**src/rtl/print_tx.sv**
```systemverilog
// print_tx: transmit side of the serial debug console.
// A request from the debug controller prints either one raw byte or a 32-bit
// word as eight uppercase ASCII hex characters (MSB nibble first), optionally
// followed by CR LF. Characters leave over a byte-wide vld/rdy handshake to
// the UART TX core. The outputs come directly from flops.
module print_tx #(
    parameter int unsigned NEWLINE = 1
) (
    input  logic        clk,
    input  logic        rstn,
    input  logic        req_tx,
    input  logic        type_tx,
    input  logic [31:0] dout_tx,
    output logic        ack_tx,
    output logic        busy_tx,
    output logic [7:0]  d_tx,
    output logic        vld_tx,
    input  logic        rdy_tx
);

    localparam logic [1:0] ST_IDLE = 2'd0;
    localparam logic [1:0] ST_SEND = 2'd1;
    localparam logic [1:0] ST_DONE = 2'd2;

    // Uppercase ASCII hex digit for one nibble.
    function automatic logic [7:0] hex_char(input logic [3:0] nib);
        logic [7:0] c;
        if (nib < 4'd10) begin
            c = 8'h30 + {4'h0, nib};
        end else begin
            c = 8'h41 + ({4'h0, nib} - 8'd10);
        end
        return c;
    endfunction

    // Character number idx of a job; byte jobs only ever use idx 0.
    function automatic logic [7:0] char_at(input logic [31:0] data,
                                           input logic        is_word,
                                           input logic [3:0]  idx);
        logic [7:0] c;
        if (!is_word) begin
            c = data[7:0];
        end else begin
            case (idx)
                4'd0:    c = hex_char(data[31:28]);
                4'd1:    c = hex_char(data[27:24]);
                4'd2:    c = hex_char(data[23:20]);
                4'd3:    c = hex_char(data[19:16]);
                4'd4:    c = hex_char(data[15:12]);
                4'd5:    c = hex_char(data[11:8]);
                4'd6:    c = hex_char(data[7:4]);
                4'd7:    c = hex_char(data[3:0]);
                4'd8:    c = 8'h0D;
                4'd9:    c = 8'h0A;
                default: c = 8'h00;
            endcase
        end
        return c;
    endfunction

    logic [1:0]  state_q, state_d;
    logic [31:0] data_q,  data_d;
    logic        type_q,  type_d;
    logic [3:0]  cnt_q,   cnt_d;
    logic [7:0]  d_tx_q,  d_tx_d;
    logic        vld_q,   vld_d;
    logic        ack_q,   ack_d;
    logic        busy_q,  busy_d;
    logic [3:0]  last_idx_s;
    logic        xfer_s;

    // Index of the final character of the captured job.
    always_comb begin
        last_idx_s = 4'd0;
        if (type_q) begin
            if (NEWLINE != 0) begin
                last_idx_s = 4'd9;
            end else begin
                last_idx_s = 4'd7;
            end
        end else begin
            last_idx_s = 4'd0;
        end
    end

    // A character is handed to the UART on any edge with vld and rdy both high.
    always_comb begin
        xfer_s = vld_q & rdy_tx;
    end

    // Next-state logic: capture in IDLE, step through characters in SEND, ack in DONE.
    always_comb begin
        state_d = state_q;
        data_d  = data_q;
        type_d  = type_q;
        cnt_d   = cnt_q;
        d_tx_d  = d_tx_q;
        vld_d   = vld_q;
        ack_d   = 1'b0;
        busy_d  = busy_q;
        case (state_q)
            ST_IDLE: begin
                if (req_tx) begin
                    state_d = ST_SEND;
                    data_d  = dout_tx;
                    type_d  = type_tx;
                    cnt_d   = 4'd0;
                    d_tx_d  = char_at(dout_tx, type_tx, 4'd0);
                    vld_d   = 1'b1;
                    busy_d  = 1'b1;
                end else begin
                    vld_d   = 1'b0;
                    busy_d  = 1'b0;
                end
            end
            ST_SEND: begin
                if (xfer_s) begin
                    if (cnt_q == last_idx_s) begin
                        vld_d   = 1'b0;
                        ack_d   = 1'b1;
                        state_d = ST_DONE;
                    end else begin
                        cnt_d   = cnt_q + 4'd1;
                        d_tx_d  = char_at(data_q, type_q, cnt_q + 4'd1);
                    end
                end else begin
                    // Hold the presented character until the UART takes it.
                    vld_d   = vld_q;
                end
            end
            ST_DONE: begin
                ack_d   = 1'b0;
                busy_d  = 1'b0;
                vld_d   = 1'b0;
                state_d = ST_IDLE;
            end
            default: begin
                state_d = ST_IDLE;
                vld_d   = 1'b0;
                ack_d   = 1'b0;
                busy_d  = 1'b0;
                cnt_d   = 4'd0;
            end
        endcase
    end

    // State and output registers; reset abandons any job without an ack.
    always_ff @(posedge clk or negedge rstn) begin
        if (!rstn) begin
            state_q <= ST_IDLE;
            data_q  <= 32'h0000_0000;
            type_q  <= 1'b0;
            cnt_q   <= 4'd0;
            d_tx_q  <= 8'h00;
            vld_q   <= 1'b0;
            ack_q   <= 1'b0;
            busy_q  <= 1'b0;
        end else begin
            state_q <= state_d;
            data_q  <= data_d;
            type_q  <= type_d;
            cnt_q   <= cnt_d;
            d_tx_q  <= d_tx_d;
            vld_q   <= vld_d;
            ack_q   <= ack_d;
            busy_q  <= busy_d;
        end
    end

    assign ack_tx  = ack_q;
    assign busy_tx = busy_q;
    assign d_tx    = d_tx_q;
    assign vld_tx  = vld_q;

endmodule

```
**config.mk**
```make
export PLATFORM = sky130hd
export DESIGN_NAME = print_tx
export DESIGN_NICKNAME = d
export VERILOG_FILES = /design/src/rtl/print_tx.sv
export SDC_FILE = /design/constraint.sdc
export NUM_CORES = 1
export LEC_CHECK = 0
export BUFFER_PORTS_ARGS = -buffer_cell sky130_fd_sc_hd__buf_2
export CORE_MARGIN = 5
export CORE_UTILIZATION = 30
export CTS_CLUSTER_DIAMETER = 30
export DETAILED_ROUTE_END_ITERATION = 16
export MAX_ROUTING_LAYER = met4
export PLACE_DENSITY_LB_ADDON = 0.25
export REMOVE_ABC_BUFFERS = 1
export SYNTH_ARGS = -nofsm -noshare
export SYNTH_HDL_FRONTEND = slang
export SYNTH_SLANG_ARGS = --single-unit
```
**constraint.sdc**
```tcl
create_clock -name clk -period 1.85 [get_ports clk]
set_input_delay 0.0925 -clock clk [delete_from_list [all_inputs] [get_ports clk]]
set_output_delay 0.0925 -clock clk [all_outputs]
set_load 0.03 [all_outputs]
```
==> flow_summary.ini, run 1 <==
[pwr]
p_total_mw = 11.7
leakage_nw = 3.09
power_density_mw_per_mm2 = 1690
peakVddDrop_uv = 666

[cells_and_area]
antenna_cells = 0
fill_cells = 1345
multi_input_area_mm2 = 0.00338
final_area_mm2 = 0.00690
final_core_util_pct = 49.4
final_layout_size_suffix_gt1_share_pct = 42.4
seq_area_mm2 = 0.00125
final_cells = 930
area_delta_synth_final_pct = 59.5
fin_nets = 827

[die]
die_w_um = 130
rows = 43
die_y_um = 130
start_util_pct = 30.9
die-area_mm2 = 0.0169
io_pins = 48
core_mm2 = 0.0140

[logic_synthesis]
synth_flop_cell = dfrtp_1
synth.area.mux_share_pct = 4.45
yosys.area_share.adder_pct = 11.9
synthSimpleGateAreaFrac_pct = 19.0
synth_common_cells = 93 x nand2_1, 50 x dfrtp_1, 41 x ha_1
synthCells = 533
synth_xor_area_share_pct = 6.68
yosysWarningCount = 0
yosysMostFrequentCell = nand2_1
synth.area.top_cells = dfrtp_1 29%, ha_1 12%, nand2_1 8.1%
synth_top_family_by_area = compound AO/OA/AOI/OAI gates
ys_seq_elements = 50
synth_enable_flop_cells = 0
avgSynthCellArea_um2 = 8.12
synth_compound_area_share_pct = 23.4
synth_cell_types = 57
async_reset_ff_share_pct = 100
synth-seq-area-share_pct = 28.9
synth_top_area_share_pct = 28.9
yosysTopAreaCell = dfrtp_1
syn_area_mm2 = 0.00433

[detailed_routing]
viasPerCell = 4.91
detail-route-antenna-nets = 0
drc = 0
wl_per_cell_um = 15.5
drt_iter0_drc = 283
vias = 4564
wirelength_mm = 14.4
dr.pass1.iters = 4

[clock_tree]
cts.sinks = 50
clockBufferDepth = 2
cts_tree = yes
htreeDepth = 2
clk_pin_slew_ns = 0.08
clk_latency_ns = 0.31
cts_buffers = 5
clock-root-buffer = clkbuf_16

[worst_hold_path]
min_from = dout_tx[22]
hp-class = input pin to flop

[sta]
setup_viol = 8
finalSetupTns_ns = -1.70
drv_slew = 0
maxSlewHeadroom_pct = 65.4
fmax_mhz = 466
skew_ns = 0.0118
finalCritPeriodShare_pct = 116
finalHoldViolations = 1
rsz0062_at_grt = true
setup_ws_ns = -0.297
tightest_slew_ns = 0.519
min_period_ns = 2.15
whs_ns = -0.00146

[setup_path]
timing.rr.start = data_q[5]
cp.arrival_ns = 2.34
worst_setup_path_start_kind = flop
cp.required_ns = 2.04
worst_setup_path_end_kind = flop
path_class = flop to flop
crit_fanout = 4
crit_start = data_q[5]

[placement]
place_area_mm2 = 0.00577
place_ws_ns = -0.544
dpl.hpwl_mm = 10.9
place_inst = 878
gp_congestion = 0.891
portBuffers = 47

[global_route]
grt_max_degree = 51
grt_pass1_vias = 4681
grt_antenna_before_repair = 0
grt_pass1_wl_mm = 23.5
grt_usage_pct = 17.9
grt_overflow_total = 0

[outcome]
violations = negative hold slack, negative setup slack
outcome = complete, but fails checks

[run]
maxCapViolations = 0
-- layout by cell type, fill, tap and decap left out, types with 17 or more instances in the layout --
cell type,instances
a21oi_1,22
buf_2,47
buf_4,151
dfrtp_1,50
dlygate4sd3_1,20
ha_1,21
ha_4,17
inv_1,25
nand2_1,92
o21ai_0,34
-- power by group --
| group | total [mW] | switching, mW | leakage [nW] | internal, mW |
|---|---|---|---|---|
| Sequential | 1.93 | 0.354 | 0.626 | 1.57 |
| Combinational | 8.75 | 4.31 | 2.39 | 4.44 |
| Clock | 1.01 | 0.467 | 0.0770 | 0.545 |
| Total | 11.7 | 5.13 | 3.09 | 6.56 |
-- cells by family (layout without fill, tap and decap cells) --
kind of cell,count (synthesis),after routing
compound gates,155,155
xor+xnor,33,33
fa+ha+maj,41,41
buf+inv,64,281
flops,50,50
mux,19,19
simple gates,171,171
-- worst max-delay path: stages, from the launching register on --
cell and delay [ns]:
dfrtp_1 0.40, inv_2 0.10, ha_4 0.15, inv_4 0.04
ha_4 0.17, xor2_1 0.17, a222oi_1 0.40, o221ai_1 0.19
o31ai_1 0.21, buf_4 0.16, a21oi_2 0.04
-- sequential cells by signal, summed over array words and instances (netlist names) --
signal   cells
vld_tx       1
type_q       1
state_q      2
ack_tx       1
busy_tx      1
cnt_q        4
d_tx         8
data_q      32
-- final cells by class --
| type | count | share of cell area [%] |
|---|---|---|
| repair buffers | 232 | 25.1 |
| flip-flops and latches | 50 | 18.1 |
| clock buffers | 6 | 2.01 |
| well taps | 180 | 3.26 |
| multi-input cells | 419 | 48.9 |
| clock inverters | 2 | 0.254 |
| inverters | 41 | 2.30 |
-- per-layer routing --
metal  track usage [%]  up-vias  wire length (µm)
li1                  -     2319                 -
met1              23.7     2146              6970
met2              28.7       81              6680
met3              2.58       18               544
met4              4.71        0               218
met5                 -        -                 0
-- worst paths after layout --
path                               to  slack (ns)  cells past startpoint
min in group asynchronous   data_q[5]        0.28                      2
max                           d_tx[0]       -0.30                     10
max reg2reg                   d_tx[0]       -0.30                     10
min reg2reg                   busy_tx        0.50                      2
max in group asynchronous   data_q[8]        0.99                      3
min                        data_q[22]      -0.001                      3
-- timing repair --
item	CTS	global route
pin swaps	52	35
cloned	0	0
hold buffers	20	0
resized for setup	85	33
hold endpoints to repair	38	0
setup buffers	16	11
setup endpoints to repair	9	12
Power figures use the tool's default switching activity.
==> inputs of run 2 (changes only) <==
--- a/config.mk
+++ b/config.mk
@@ -12,7 +12,6 @@
 export DETAILED_ROUTE_END_ITERATION = 16
 export MAX_ROUTING_LAYER = met4
 export PLACE_DENSITY_LB_ADDON = 0.25
-export REMOVE_ABC_BUFFERS = 1
 export SYNTH_ARGS = -nofsm -noshare
 export SYNTH_HDL_FRONTEND = slang
 export SYNTH_SLANG_ARGS = --single-unit
==> run 2 against run 1 <==
  * The run ends with negative setup slack left
  * Register-to-register slack lost 0.02 ns
  * Setup slack lost 0.017 ns
  * Via count grew 2.1%
  * Clock-buffer cell count shrank 1
  * Cell area shrank 2.6%
  * Sequential share of layout area grew 0.52 points
  * Die area is the same
  * Critical path type unchanged
==> flow_summary.ini, run 2 (synthesized netlist as in run 1, its figures left out) <==
[outcome]
outcome = complete, but fails checks
violations = negative setup slack

[setup_path]
worst_setup_path_end_kind = flop
path_class = flop to flop
worst_setup_path_start_kind = flop
cp.required_ns = 2.04
crit_fanout = 2
cp.arrival_ns = 2.35

[sta]
setup_ws_ns = -0.315
fmax_mhz = 462
rsz0062_at_grt = true
drv_slew = 0
finalSetupTns_ns = -2.14
setup_viol = 12
maxSlewHeadroom_pct = 66.6
tightest_slew_ns = 0.501
finalCritPeriodShare_pct = 117
min_period_ns = 2.16
finalHoldViolations = 0
skew_ns = 0.00783

[logic_synthesis]
syn_nets = 611

[clock_tree]
clk_pin_slew_ns = 0.07
cts.sinks = 50
htreeDepth = 2
clockBufferDepth = 2
cts_tree = yes
cts_buffers = 5
clock-root-buffer = clkbuf_16
clk_latency_ns = 0.31

[run]
maxCapViolations = 0

[detailed_routing]
vias = 4660
viasPerCell = 5.08
detail-route-antenna-nets = 0
drt_iter0_drc = 225
wirelength_mm = 14.5
dr.pass1.iters = 4
drc = 0
wl_per_cell_um = 15.8

[die]
die-area_mm2 = 0.0169
start_util_pct = 30.9
core_mm2 = 0.0140
io_pins = 48
rows = 43
die_w_um = 130
die_y_um = 130

[placement]
place_ws_ns = -0.458
dpl.hpwl_mm = 10.8
gp_congestion = 0.979
place_inst = 874
portBuffers = 47

[pwr]
peakVddDrop_uv = 689
p_total_mw = 11.4
leakage_nw = 3.00
power_density_mw_per_mm2 = 1690

[global_route]
grt_pass1_wl_mm = 24.0
grt_antenna_before_repair = 0
grt_pass1_vias = 4840
grt_usage_pct = 18.4
grt_max_degree = 51
grt_overflow_total = 0

[cells_and_area]
final_core_util_pct = 48.1
mostFrequentLayoutCells = 143 x buf_4, 92 x nand2_1, 48 x dfrtp_1, 47 x buf_2, 35 x o21ai_0
final_layout_size_suffix_gt1_share_pct = 40.8
final_common_cell = buf_4
top_register = data_q
fin_nets = 815
final_cells = 918
area_delta_synth_final_pct = 55.4
largest_reg_flops = 32
antenna_cells = 0

[worst_hold_path]
hp-class = input pin to flop
-- run 2: cell count changes in the layout (fill, tap and decap cells not counted), sizes merged --
cell	delta
bufinv	+1
clkinvlp	+2
clkbuf	-1
buf	-13
dlygate4sd3	+1
clkinv	-2
-- run 2: timing repair --
item | CTS | global route
pin swaps | 37 | 21
resized for setup | 45 | 32
buffers inserted | 11 | 8
endpoints found under the hold margin | 70 | 0
endpoints found under the setup margin | 10 | 11
hold buffers | 21 | 0
-- run 2: layout make-up --
class / instances / area [µm²]
fill: 1353 / 7260
multi-input combinational: 419 / 3310
timing repair buffer: 220 / 1610
sequential: 50 / 1250
tap: 180 / 225
inverter: 41 / 154
clock buffer: 5 / 125
clock inverter: 3 / 45.0
-- run 2: path summary, 6_finish.rpt --
check                             from          to  slack [ns]  cells after the start
min reg2reg                    busy_tx     busy_tx        0.49                      2
min                        dout_tx[10]  data_q[10]       0.005                      3
max reg2reg                 data_q[14]     d_tx[0]       -0.31                      9
max                         data_q[14]     d_tx[0]       -0.31                      9
min in group asynchronous         rstn  data_q[16]        0.30                      3
max in group asynchronous         rstn    cnt_q[1]        1.16                      3
-- run 2: where the power goes --
group / total [mW] / internal [mW] / switching [mW]
Sequential: 1.99 / 1.58 / 0.409
Clock: 1.10 / 0.639 / 0.459
Combinational: 8.29 / 4.02 / 4.27
-- run 2: worst max-delay path: stages, from the launching register on --
cell and delay [ns]:
dfrtp_1 0.39, inv_2 0.08, ha_4 0.13, inv_2 0.04, ha_4 0.16, xor2_2 0.19
a222oi_1 0.41, o221ai_1 0.19, o31ai_2 0.34, a21oi_1 0.12
-- run 2: routing by layer --
metal | GRT usage [%] | vias up | part of all wire [%]
li1 | - | 2296 | -
met1 | 23.1 | 2191 | 45
met2 | 29.9 | 137 | 47
met3 | 3.44 | 36 | 5.5
met4 | 5.93 | 0 | 2.9
met5 | - | - | 0
-- run 2: per-stage QoR --
stage	hold slack, ns	cell area, µm²
floorplan	-0.203	4440
global placement	0.0971	5820
detailed placement	0.104	5820
CTS	0.00416	6500
global route	0.0131	6720
finish	0.00478	6720
==> inputs of run 3 (changes only) <==
--- a/config.mk
+++ b/config.mk
@@ -10,7 +10,6 @@
 export CORE_UTILIZATION = 30
 export CTS_CLUSTER_DIAMETER = 30
 export DETAILED_ROUTE_END_ITERATION = 16
-export MAX_ROUTING_LAYER = met4
 export PLACE_DENSITY_LB_ADDON = 0.25
 export SYNTH_ARGS = -nofsm -noshare
 export SYNTH_HDL_FRONTEND = slang
==> run 3 against run 2 <==
  * Highest routed layer unchanged
  * Critical path depth stayed put
  * Clock skew is 0.0056 ns higher
  * Largest cell class unchanged
  * Sequential cell count stayed put
  * Cell count is 0.22% higher
  * The run still ends with negative setup slack left
==> flow_summary.ini, run 3 (synthesized netlist as in run 1, its figures left out) <==
[outcome]
outcome = complete, but fails checks
violations = negative setup slack

[run]
maxCapViolations = 0

[setup_path]
ff2ff_path_depth = 9
cp.arrival_ns = 2.40
crit_fanout = 2
timing.rr.start = data_q[14]
crit_cells = 9
worst_setup_path_start_kind = flop
r2r_end = d_tx[0]
cp_slowest_stage_delay_ns = 0.40
cpLargestDelayFamily = compound AO/OA/AOI/OAI gates
worst_setup_path_end_kind = flop
path_class = flop to flop
cpMaxStageDelayCell = a222oi_1
path_cells = inv_2 > ha_4 > inv_2 > ha_4 > xor2_4 > a222oi_1 > o221ai_1 > o31ai_2 > a21oi_1
r2r_setup_slack_ns = -0.36
worst-path-buf-inv = 2
cp.required_ns = 2.04

[detailed_routing]
wl_per_cell_um = 15.7
drc = 0
drt_iter0_drc = 261
detail-route-antenna-nets = 0
vias = 4633
viasPerCell = 5.04
wirelength_mm = 14.5
dr.pass1.iters = 5

[cells_and_area]
final_common_cell = buf_4
top_register = data_q
mostFrequentLayoutCells = 142 x buf_4, 91 x nand2_1, 48 x dfrtp_1, 48 x buf_2, 31 x o21ai_0
area_delta_synth_final_pct = 56.3
final_area_mm2 = 0.00676
seq_area_mm2 = 0.00125
antenna_cells = 0
fill_cells = 1374
final_layout_size_suffix_gt1_share_pct = 40.9
largest_reg_flops = 32
multi_input_area_mm2 = 0.00334
fin_nets = 817

[die]
die-area_mm2 = 0.0169
die_w_um = 130
rows = 43
die_y_um = 130
start_util_pct = 30.9
core_mm2 = 0.0140
io_pins = 48

[pwr]
peakVddDrop_uv = 679
leakage_nw = 3.03
power_density_mw_per_mm2 = 1670

[clock_tree]
cts_buffers = 5
htreeDepth = 2
clk_latency_ns = 0.31
clk_pin_slew_ns = 0.08
cts_tree = yes
clockBufferDepth = 2
clock-root-buffer = clkbuf_16
cts.sinks = 50

[sta]
rsz0062_at_grt = true
skew_ns = 0.0134
drv_slew = 0
finalCritPeriodShare_pct = 120
maxSlewHeadroom_pct = 67.1
finalHoldViolations = 0
setup_ws_ns = -0.365
setup_viol = 11
tightest_slew_ns = 0.493
whs_ns = 0.00185
fmax_mhz = 452
min_period_ns = 2.21

[placement]
gp_congestion = 0.987
dpl.hpwl_mm = 10.8
place_area_mm2 = 0.00582
portBuffers = 47

[worst_hold_path]
min_to = data_q[4]
hold_depth = 3
min_from = dout_tx[4]
hp-class = input pin to flop

[global_route]
grt_max_degree = 51
grt_util_met1_pct = 22.9
use_met2_pct = 29.6
grt_usage_pct = 17.6
grt_pass1_vias = 4854
grt_pass1_wl_mm = 23.7
grt.busiest_layer = met2
use_met3_pct = 3.19
grt_antenna_before_repair = 0
grt_overflow_total = 0

[logic_synthesis]
syn_nets = 611
## run 3: changes by cell type in the layout (fill, tap and decap cells not counted), moves of 2 or more
cell / previous run / this run
ha_4: 13 / 17
inv_2: 18 / 14
o21ai_0: 35 / 31
a31oi_1: 4 / 7
a31oi_2: 3 / 0
inv_1: 23 / 26
o21ai_2: 4 / 7
a211oi_2: 1 / 3
a211oi_4: 2 / 0
buf_6: 8 / 10
ha_1: 25 / 23
ha_2: 3 / 1
xor2_2: 2 / 0
## run 3: final cells by class
class | instances | area share [%]
clock buffers | 5 | 1.85
clock inverters | 3 | 0.370
inverters | 41 | 2.31
multi-input cells | 419 | 49.4
flip-flops and latches | 50 | 18.5
well taps | 180 | 3.33
repair buffers | 222 | 24.2
## run 3: worst reg2reg max path, cell delays in order (launching register included)
cell	delay [ns]
dfrtp_1	0.39
inv_2	0.09
ha_4	0.13
inv_2	0.04
ha_4	0.17
xor2_4	0.19
a222oi_1	0.40
o221ai_1	0.20
o31ai_2	0.38
a21oi_1	0.12
## run 3: metal layers
layer,wire [µm],up-vias
li1,-,2299
met1,6620,2190
met2,6840,120
met3,757,24
met4,249,0
met5,0,-
## run 3: how the worst max path moves through the flow
stage / startpoint / slack [ns] / end
after floorplan: data_q[13] / -0.05 / d_tx[0]
after global placement: data_q[9] / -0.48 / d_tx[1]
after detailed placement: data_q[5] / -0.51 / d_tx[1]
after CTS: data_q[14] / -0.32 / d_tx[0]
after global routing: data_q[14] / -0.51 / d_tx[0]
final: data_q[14] / -0.36 / d_tx[0]
## run 3: power by group
part           internal [mW]  switching, mW  total, mW
logic                   4.10           4.21       8.31
clock network          0.510          0.473      0.983
registers               1.58          0.433       2.01
total                   6.19           5.12       11.3
## run 3: repair_timing
item,4_1_cts,5_1_grt
pin swaps,30,33
endpoints found under the setup margin,10,12
buffers inserted,14,7
hold endpoints to repair,71,0
gates resized for setup,47,42
hold buffers,22,0
## run 3: per-stage QoR
stage | worst slack, ns | total power, mW | util, % | cells | setup TNS, ns
final | -0.365 | 11.3 | 48.3 | 920 | -2.07
after global routing | -0.508 | 12.3 | 48.3 | 920 | -3.15
after CTS | -0.317 | 10.8 | 46.7 | 917 | -2.03
after detailed placement | -0.506 | 9.03 | 41.6 | 874 | -2.37
after global placement | -0.476 | 8.84 | 41.6 | 874 | -2.20
after floorplan | -0.0540 | 6.13 | - | 533 | -0.106
